## src/rtl/cobalt_pkg.sv

```systemverilog
// cobalt_pkg: shared default widths, opcodes and the per-entry status record
// used by the cobalt execution queues.
package cobalt_pkg;
    localparam int TAGW_DEF  = 6;
    localparam int DATAW_DEF = 32;
    localparam logic [3:0] OP_ADD = 4'h0;
    localparam logic [3:0] OP_SUB = 4'h1;
    localparam logic [3:0] OP_MUL = 4'h2;
    localparam logic [3:0] OP_DIV = 4'h3;
    typedef struct packed {
        logic v;
        logic rsv;
        logic rtv;
    } eflags_t;
    function automatic logic entry_ready(eflags_t f);
        return f.v & f.rsv & f.rtv;
    endfunction
endpackage

```

## src/rtl/equeue_pick.sv

```systemverilog
// equeue_pick: oldest-first priority select; slot 0 wins, yields one-hot grant and index.
module equeue_pick #(
    parameter int N = 4,
    localparam int IW = $clog2(N)
) (
    input  logic [N-1:0]  req_i,
    output logic [N-1:0]  gnt_o,
    output logic [IW-1:0] idx_o,
    output logic          any_o
);
    assign gnt_o = req_i & (~req_i + 1'b1);
    assign any_o = |req_i;
    always_comb begin
        idx_o = '0;
        for (int i = N - 1; i >= 0; i--) begin
            idx_o = req_i[i] ? IW'(i) : idx_o;
        end
    end
endmodule

```

## src/rtl/equeue_param.sv

```systemverilog
// equeue_param: age-ordered reservation station with CDB wakeup, dispatch bypass,
// oldest-ready issue, compaction on issue and synchronous flush.
module equeue_param
    import cobalt_pkg::*;
#(
    parameter int DEPTH = 4,
    parameter int OPW   = 4,
    parameter int TAGW  = TAGW_DEF,
    parameter int DATAW = DATAW_DEF,
    localparam int CW = $clog2(DEPTH + 1),
    localparam int OW = (OPW > 0) ? OPW : 1,
    localparam int IW = $clog2(DEPTH)
) (
    input  logic             clk,
    input  logic             reset,
    input  logic             flush,
    input  logic             dispatch_en,
    output logic             dispatch_ready,
    input  logic [OW-1:0]    dispatch_opcode,
    input  logic [TAGW-1:0]  dispatch_rdtag,
    input  logic [TAGW-1:0]  dispatch_rstag,
    input  logic [TAGW-1:0]  dispatch_rttag,
    input  logic [DATAW-1:0] dispatch_rsdata,
    input  logic [DATAW-1:0] dispatch_rtdata,
    input  logic             dispatch_rsvalid,
    input  logic             dispatch_rtvalid,
    input  logic             cdb_valid,
    input  logic [TAGW-1:0]  cdb_tag,
    input  logic [DATAW-1:0] cdb_data,
    output logic             issue_ready,
    output logic [OW-1:0]    issue_opcode,
    output logic [TAGW-1:0]  issue_rdtag,
    output logic [DATAW-1:0] issue_rsdata,
    output logic [DATAW-1:0] issue_rtdata,
    input  logic             issue_done,
    output logic [CW-1:0]    count
);
    eflags_t          fl_q  [DEPTH];
    eflags_t          fl_d  [DEPTH];
    logic [OW-1:0]    op_q  [DEPTH];
    logic [OW-1:0]    op_d  [DEPTH];
    logic [TAGW-1:0]  rd_q  [DEPTH];
    logic [TAGW-1:0]  rd_d  [DEPTH];
    logic [TAGW-1:0]  rst_q [DEPTH];
    logic [TAGW-1:0]  rst_d [DEPTH];
    logic [TAGW-1:0]  rtt_q [DEPTH];
    logic [TAGW-1:0]  rtt_d [DEPTH];
    logic [DATAW-1:0] rsd_q [DEPTH];
    logic [DATAW-1:0] rsd_d [DEPTH];
    logic [DATAW-1:0] rtd_q [DEPTH];
    logic [DATAW-1:0] rtd_d [DEPTH];
    logic [CW-1:0]    count_q, count_d;
    // Woken copy of the array with an always-empty slot DEPTH to shift in from the top.
    eflags_t          fl_w  [DEPTH+1];
    logic [OW-1:0]    op_w  [DEPTH+1];
    logic [TAGW-1:0]  rd_w  [DEPTH+1];
    logic [TAGW-1:0]  rst_w [DEPTH+1];
    logic [TAGW-1:0]  rtt_w [DEPTH+1];
    logic [DATAW-1:0] rsd_w [DEPTH+1];
    logic [DATAW-1:0] rtd_w [DEPTH+1];
    logic [DEPTH-1:0] req, gnt;
    logic [IW-1:0]    idx;
    logic             any, take, acc, sh, wr, rs_hit, rt_hit;
    logic [CW-1:0]    pos;
    int               src;
    eflags_t          dfl;
    logic [OW-1:0]    dop;
    logic [DATAW-1:0] drsd, drtd;

    always_comb begin
        for (int i = 0; i < DEPTH; i++) begin
            req[i] = entry_ready(fl_q[i]);
        end
    end

    equeue_pick #(.N(DEPTH)) u_pick (
        .req_i (req),
        .gnt_o (gnt),
        .idx_o (idx),
        .any_o (any)
    );

    assign take           = issue_done & any;
    assign dispatch_ready = count_q < CW'(DEPTH);
    assign acc            = dispatch_en & dispatch_ready;
    assign pos            = count_q - CW'(take);
    assign count          = count_q;
    assign issue_ready    = any;
    assign issue_opcode   = any ? op_q[idx]  : '0;
    assign issue_rdtag    = any ? rd_q[idx]  : '0;
    assign issue_rsdata   = any ? rsd_q[idx] : '0;
    assign issue_rtdata   = any ? rtd_q[idx] : '0;

    assign rs_hit = cdb_valid & ~dispatch_rsvalid & (dispatch_rstag == cdb_tag);
    assign rt_hit = cdb_valid & ~dispatch_rtvalid & (dispatch_rttag == cdb_tag);
    assign dfl    = '{v: 1'b1, rsv: dispatch_rsvalid | rs_hit, rtv: dispatch_rtvalid | rt_hit};
    assign drsd   = rs_hit ? cdb_data : dispatch_rsdata;
    assign drtd   = rt_hit ? cdb_data : dispatch_rtdata;
    assign dop    = (OPW > 0) ? dispatch_opcode : '0;

    always_comb begin
        for (int i = 0; i < DEPTH; i++) begin
            fl_w[i]     = fl_q[i];
            fl_w[i].rsv = fl_q[i].rsv | (cdb_valid & (rst_q[i] == cdb_tag));
            fl_w[i].rtv = fl_q[i].rtv | (cdb_valid & (rtt_q[i] == cdb_tag));
            rsd_w[i]    = (!fl_q[i].rsv && cdb_valid && rst_q[i] == cdb_tag) ? cdb_data : rsd_q[i];
            rtd_w[i]    = (!fl_q[i].rtv && cdb_valid && rtt_q[i] == cdb_tag) ? cdb_data : rtd_q[i];
            op_w[i]     = op_q[i];
            rd_w[i]     = rd_q[i];
            rst_w[i]    = rst_q[i];
            rtt_w[i]    = rtt_q[i];
        end
        fl_w[DEPTH]  = '0;
        op_w[DEPTH]  = '0;
        rd_w[DEPTH]  = '0;
        rst_w[DEPTH] = '0;
        rtt_w[DEPTH] = '0;
        rsd_w[DEPTH] = '0;
        rtd_w[DEPTH] = '0;
    end

    // Slots at or above the granted one pull from their younger neighbour.
    always_comb begin
        sh  = 1'b0;
        wr  = 1'b0;
        src = 0;
        for (int i = 0; i < DEPTH; i++) begin
            sh       = sh | (take & gnt[i]);
            wr       = acc && (CW'(i) == pos);
            src      = sh ? i + 1 : i;
            fl_d[i]  = wr ? dfl  : fl_w[src];
            op_d[i]  = wr ? dop  : op_w[src];
            rd_d[i]  = wr ? dispatch_rdtag : rd_w[src];
            rst_d[i] = wr ? dispatch_rstag : rst_w[src];
            rtt_d[i] = wr ? dispatch_rttag : rtt_w[src];
            rsd_d[i] = wr ? drsd : rsd_w[src];
            rtd_d[i] = wr ? drtd : rtd_w[src];
            fl_d[i].v = fl_d[i].v & ~flush;
        end
        count_d = flush ? '0 : count_q + CW'(acc) - CW'(take);
    end

    always_ff @(posedge clk or negedge reset) begin
        if (!reset) begin
            for (int i = 0; i < DEPTH; i++) begin
                fl_q[i]  <= '0;
                op_q[i]  <= '0;
                rd_q[i]  <= '0;
                rst_q[i] <= '0;
                rtt_q[i] <= '0;
                rsd_q[i] <= '0;
                rtd_q[i] <= '0;
            end
            count_q <= '0;
        end else begin
            for (int i = 0; i < DEPTH; i++) begin
                fl_q[i]  <= fl_d[i];
                op_q[i]  <= op_d[i];
                rd_q[i]  <= rd_d[i];
                rst_q[i] <= rst_d[i];
                rtt_q[i] <= rtt_d[i];
                rsd_q[i] <= rsd_d[i];
                rtd_q[i] <= rtd_d[i];
            end
            count_q <= count_d;
        end
    end
endmodule

```

## config.mk

```make
export PLATFORM = sky130hd
export DESIGN_NAME = equeue_param
export DESIGN_NICKNAME = d
export VERILOG_FILES = /design/src/rtl/cobalt_pkg.sv /design/src/rtl/equeue_pick.sv /design/src/rtl/equeue_param.sv
export SDC_FILE = /design/constraint.sdc
export NUM_CORES = 1
export LEC_CHECK = 0
export CAP_MARGIN = 20
export CORE_UTILIZATION = 55
export CTS_BUF_LIST = sky130_fd_sc_hd__clkbuf_8
export DETAILED_ROUTE_END_ITERATION = 10
export GPL_TIMING_DRIVEN = 0
export MAX_ROUTING_LAYER = met4
export PLACE_DENSITY_LB_ADDON = 0.12
export RECOVER_POWER = 25
export SLEW_MARGIN = 10
export SYNTH_ARGS = -nofsm -noshare
export SYNTH_HDL_FRONTEND = slang
export SYNTH_SLANG_ARGS = --single-unit
```

## constraint.sdc

```tcl
create_clock -name clk -period 7.1 [get_ports clk]
set_input_delay 2.13 -clock clk [delete_from_list [all_inputs] [get_ports clk]]
set_output_delay 2.13 -clock clk [all_outputs]
set_load 0.005 [all_outputs]
```

==> flow_summary.toml, run 1 <==
[die]
row_count = 72
start_util = 0.558
die_w_um = 200
coreArea_mm2 = 0.0386
die_height_um = 200
io_pins = 211
die_area_mm2 = 0.0400

[outcome]
violations = "capacitance limit, slew limit"
status = "complete, but fails checks"

[timing]
final_hold_viol_count = 0
maxSlewViolCount = 203
tns_ns = 0
worst_pin_slew_ns = 2.46
slew_headroom = -0.640
hold_slack_ns = 0.530
timing.final.crit_period_ns = 6.32
max_freq_mhz = 158
skew_ns = 0.0264
finalCritPeriodShare = 0.891
setup_slack_ns = 0.777
finalSetupViolCount = 0
grt_setup_unrepaired = "no"

[synth]
ys_seq_area_frac = 0.417
postSynthAreaPerCell_um2 = 10.1
synth-edff-count = 0
syn_nets = 2280
async_flop_share = 1.00
syn_inst = 2145
synth.cell_area_mm2 = 0.0216
yosys_most_used_dff = "dfrtp_1"
ys_warn_count = 0
ys_ff_latch = 359
synth.distinct_cells = 54

[cts]
clk_latency_ns = 0.63
numCtsBuffers = 66
root_buffer = "clkbuf_8"
cts_sinks = 359
ctsLongestPathBuffers = 3
postCtsSetupBuffers = 0
cts_tree = "done"
h-tree-depth = 3
cts_resized = 0
clk_pin_slew_ns = 0.06
ctsHoldBuffers = 0

[final_layout]
syn_to_final_growth_pct = 17.5
layout_common_cells = "dfrtp_1, nand2_1, mux2i_1"
fillers = 3171
final_cell_area_mm2 = 0.0253
fin_nets = 2527
final_cells = 2956
drive_gt1_frac = 0.126
utilization = 0.656
final_common_cell = "dfrtp_1"

[global_routing]
grt_antenna_before_repair = 5
grt_pass1_vias = 20200
grt_pass1_wl_mm = 119
grt_overflow_total = 0
grt.total_usage = 0.412
grt_start_max_net_pins = 87

[routing]
wirelength_mm = 79.7
ant_nets = 0
firstDrtPassIters = 9
wl_per_cell_um = 27.0
vias = 20500
drtIter0Drc = 2399
viasPerCell = 6.92
drc = 0

[setup_path]
critPathMaxFanout = 10
rrSetupSlack_ns = 1.81
start_kind = "input port"
crit_arrival_ns = 6.84
crit_required_ns = 7.62
critPathCaptureType = "flop"
path_class = "in -> reg"

[pwr]
p_per_area_mw_per_mm2 = 406
leakage_nw = 11.2
fin_total_pwr_mw = 10.3
peakVddDrop_mv = 0.209

[place]
placed_cell_area_mm2 = 0.0241
place_ws_ns = 0.312
placed_cells = 2840
place_congestion = 0.974
dp_hpwl_mm = 54.0
io_buffers = 172

[min_path]
holdCritPathClass = "reg -> reg"

[run]
maxCapViolations = 3
[path summary, 6_finish.rpt]
kind / start / end / depth (start not counted)
max: issue_done / rtd_q[68] / 14
min: rd_q[4] / rd_q[4] / 2
max reg2reg: fl_q[10] / rtd_q[68] / 15
min reg2reg: rd_q[4] / rd_q[4] / 2
max in group asynchronous: reset / rtd_q[27] / 2
min in group asynchronous: reset / rtd_q[100] / 1
[cell families after synthesis]
group / after synthesis / share of synthesized area
buf+inv: 241 / 0.0474
simple gates: 619 / 0.139
mux: 274 / 0.170
xor+xnor: 64 / 0.0263
fa+ha+maj: 3 / 0.00209
compound gates: 585 / 0.198
flops: 359 / 0.417
[report_power, final]
part	switching [mW]	leakage, nW	internal (mW)	total (mW)
Clock	0.919	0.741	1.11	2.03
Sequential	0.749	4.32	2.99	3.74
Combinational	2.35	6.10	2.16	4.51
[area by class of cell]
type | count | area [um2] | area share
sequential | 359 | 8980 | 0.355
clock inverter | 21 | 87.6 | 0.00346
timing repair buffer | 179 | 1800 | 0.0711
tap | 518 | 648 | 0.0256
antenna | 4 | 10.0 | 0.000395
buffer | 236 | 1000 | 0.0396
clock buffer | 89 | 1220 | 0.0483
multi-input combinational | 1545 | 11600 | 0.456
inverter | 5 | 18.8 | 0.000741
[state kept, by name, indices dropped and copies added, names as in the netlist]
register	count
count	3
fl_q	12
op_q	16
rd_q	24
rsd_q	128
rst_q	24
rtd_q	128
rtt_q	24
[worst max-delay path, cell delays in order]
cell	delay [ns]
clkdlybuf4s50_1	0.58
o41ai_4	0.15
clkbuf_1	0.56
clkbuf_1	0.50
nor2_1	0.10
ha_1	0.31
nor4bb_1	0.77
nand2_1	0.11
mux2_2	0.28
buf_2	0.21
nor2_1	0.30
clkbuf_1	0.50
o21ai_0	0.20
o211ai_1	0.13
[synth_stat cells (64+ instances only)]
master      n  area [um2]
a31oi_1    71         444
and2_1     77         482
clkbuf_1  155         582
dfrtp_1   359        8980
mux2i_1   198        1980
mux4_2     74        1670
nand2_1   252         946
nor2_1     83         312
o211ai_1   64         480
o21ai_0    85         425
o221ai_1   64         561
o22ai_1   130         813
or3_1      64         400
[layer usage]
metal | global-route usage | share of wire | vias to the layer above
li1 | - | - | 8577
met1 | 0.523 | 0.39 | 10200
met2 | 0.627 | 0.47 | 1384
met3 | 0.0929 | 0.10 | 296
met4 | 0.198 | 0.044 | 0
met5 | - | 0 | -
Power figures use the tool's default switching activity.
==> run 2, diff against run 1 <==
- CTS_CLUSTER_SIZE: not set -> 16
==> flow_summary.toml, run 2 (synthesis gave the netlist of run 1 again) <==
[final_layout]
top_regs = "rsd_q x128, rtd_q x128"
fin_nets = 2527
drive_gt1_frac = 0.126
syn_to_final_growth_pct = 17.5
final_common_cell = "dfrtp_1"
layout_common_cells = "dfrtp_1, nand2_1, mux2i_1"

[run]
maxCapViolations = 3

[setup_path]
crit_arrival_ns = 6.83
rrSetupSlack_ns = 1.81
critPathCaptureType = "flop"
path_class = "in -> reg"
critPathMaxFanout = 10
timing.rr.start = "fl_q[9]"
rr_worst_depth = 15
reg2reg_to = "rtd_q[68]"
critPathLaunch = "issue_done"
crit_required_ns = 7.62
start_kind = "input port"

[global_routing]
grt_start_max_net_pins = 87
grt_overflow_total = 0
grt.total_usage = 0.412
grt_antenna_before_repair = 5
grt_pass1_vias = 20200
grt_pass1_wl_mm = 119

[min_path]
hold_depth = 2
holdCritPathClass = "reg -> reg"
holdPathEnd = "rd_q[4]"
hp-start = "rd_q[4]"

[place]
dp_hpwl_mm = 54.0
place_congestion = 0.974
io_buffers = 172

[pwr]
leakage_nw = 11.2
p_per_area_mw_per_mm2 = 406
peakVddDrop_mv = 0.208
fin_total_pwr_mw = 10.3

[die]
start_util = 0.558
die_w_um = 200
die_height_um = 200
row_count = 72
die_area_mm2 = 0.0400
io_pins = 211
coreArea_mm2 = 0.0386

[timing]
skew_ns = 0.0316
tns_ns = 0
slew_headroom = -0.644
finalCritPeriodShare = 0.889
finalSetupViolCount = 0
grt_setup_unrepaired = "no"
maxSlewViolCount = 203
final_hold_viol_count = 0
max_freq_mhz = 159
timing.final.crit_period_ns = 6.31
worst_pin_slew_ns = 2.47

[cts]
h-tree-depth = 3
cts_tree = "done"
root_buffer = "clkbuf_8"
clk_pin_slew_ns = 0.06
numCtsBuffers = 66
clk_latency_ns = 0.63
cts_sinks = 359
cts_resized = 0
ctsLongestPathBuffers = 3
ctsHoldBuffers = 0
postCtsSetupBuffers = 0

[routing]
drc = 0
viasPerCell = 6.93
wl_met3_mm = 8.68
drtIter0Drc = 2536
ant_nets = 0
highest_layer = "met4"
wl_per_cell_um = 27.0
vias = 20500
dr_wl_met2_mm = 37.2
firstDrtPassIters = 6
wl_met1_mm = 30.5
wirelength_mm = 79.7

[outcome]
violations = "capacitance limit, slew limit"
status = "complete, but fails checks"
-- run 2: routing by layer --
layer | vias to the layer above | GRT usage
met5 | - | -
met2 | 1421 | 0.627
met4 | 0 | 0.200
met1 | 10200 | 0.523
met3 | 288 | 0.0926
li1 | 8577 | -
-- run 2: layout make-up --
| class | count | area, um2 |
|---|---|---|
| Antenna cell | 5 | 12.5 |
| Buffer | 236 | 1000 |
| Clock buffer | 87 | 1200 |
| Clock inverter | 22 | 118 |
| Fill cell | 3172 | 13300 |
| Inverter | 5 | 18.8 |
| Multi-Input combinational cell | 1545 | 11600 |
| Sequential cell | 359 | 8980 |
| Tap cell | 518 | 648 |
| Timing Repair Buffer | 179 | 1800 |
-- run 2: worst max-delay path by stage --
| stage | end | slack (ns) |
|---|---|---|
| 3_5_place_dp | rtd_q[68] | 0.31 |
| 6_report | rtd_q[68] | 0.79 |
| 4_1_cts | rtd_q[68] | 0.96 |
| 3_3_place_gp | rsd_q[26] | -12.45 |
| 2_1_floorplan | rtd_q[64] | 2.34 |
| 5_1_grt | rtd_q[66] | 0.47 |
-- run 2: per-stage QoR --
stage | cell area [um2] | std cells | util | setup WS (ns) | hold WS [ns]
5_1_grt | 25300 | 2955 | 0.656 | 0.474 | 0.562
4_1_cts | 25400 | 2949 | 0.656 | 0.958 | 0.529
2_1_floorplan | 21600 | 2145 | - | 2.34 | 0.483
6_report | 25300 | 2956 | 0.656 | 0.791 | 0.533
3_3_place_gp | 23900 | 2835 | 0.619 | -12.45 | 0.507
3_5_place_dp | 24100 | 2840 | 0.622 | 0.312 | 0.509
-- run 2: critical path, stage by stage --
cell and delay, ns:
clkdlybuf4s50_1 0.58, o41ai_4 0.15, clkbuf_1 0.56, clkbuf_1 0.50
nor2_1 0.10, ha_1 0.31, nor4bb_1 0.77, nand2_1 0.10
mux2_2 0.28, buf_2 0.20, nor2_1 0.28, clkbuf_1 0.50
o21ai_0 0.20, o211ai_1 0.13
-- run 2: report_power, final --
group / internal (mW) / switching, mW
clock: 1.12 / 0.912
combinational: 2.16 / 2.35
sequential: 2.99 / 0.752
total: 6.27 / 4.01
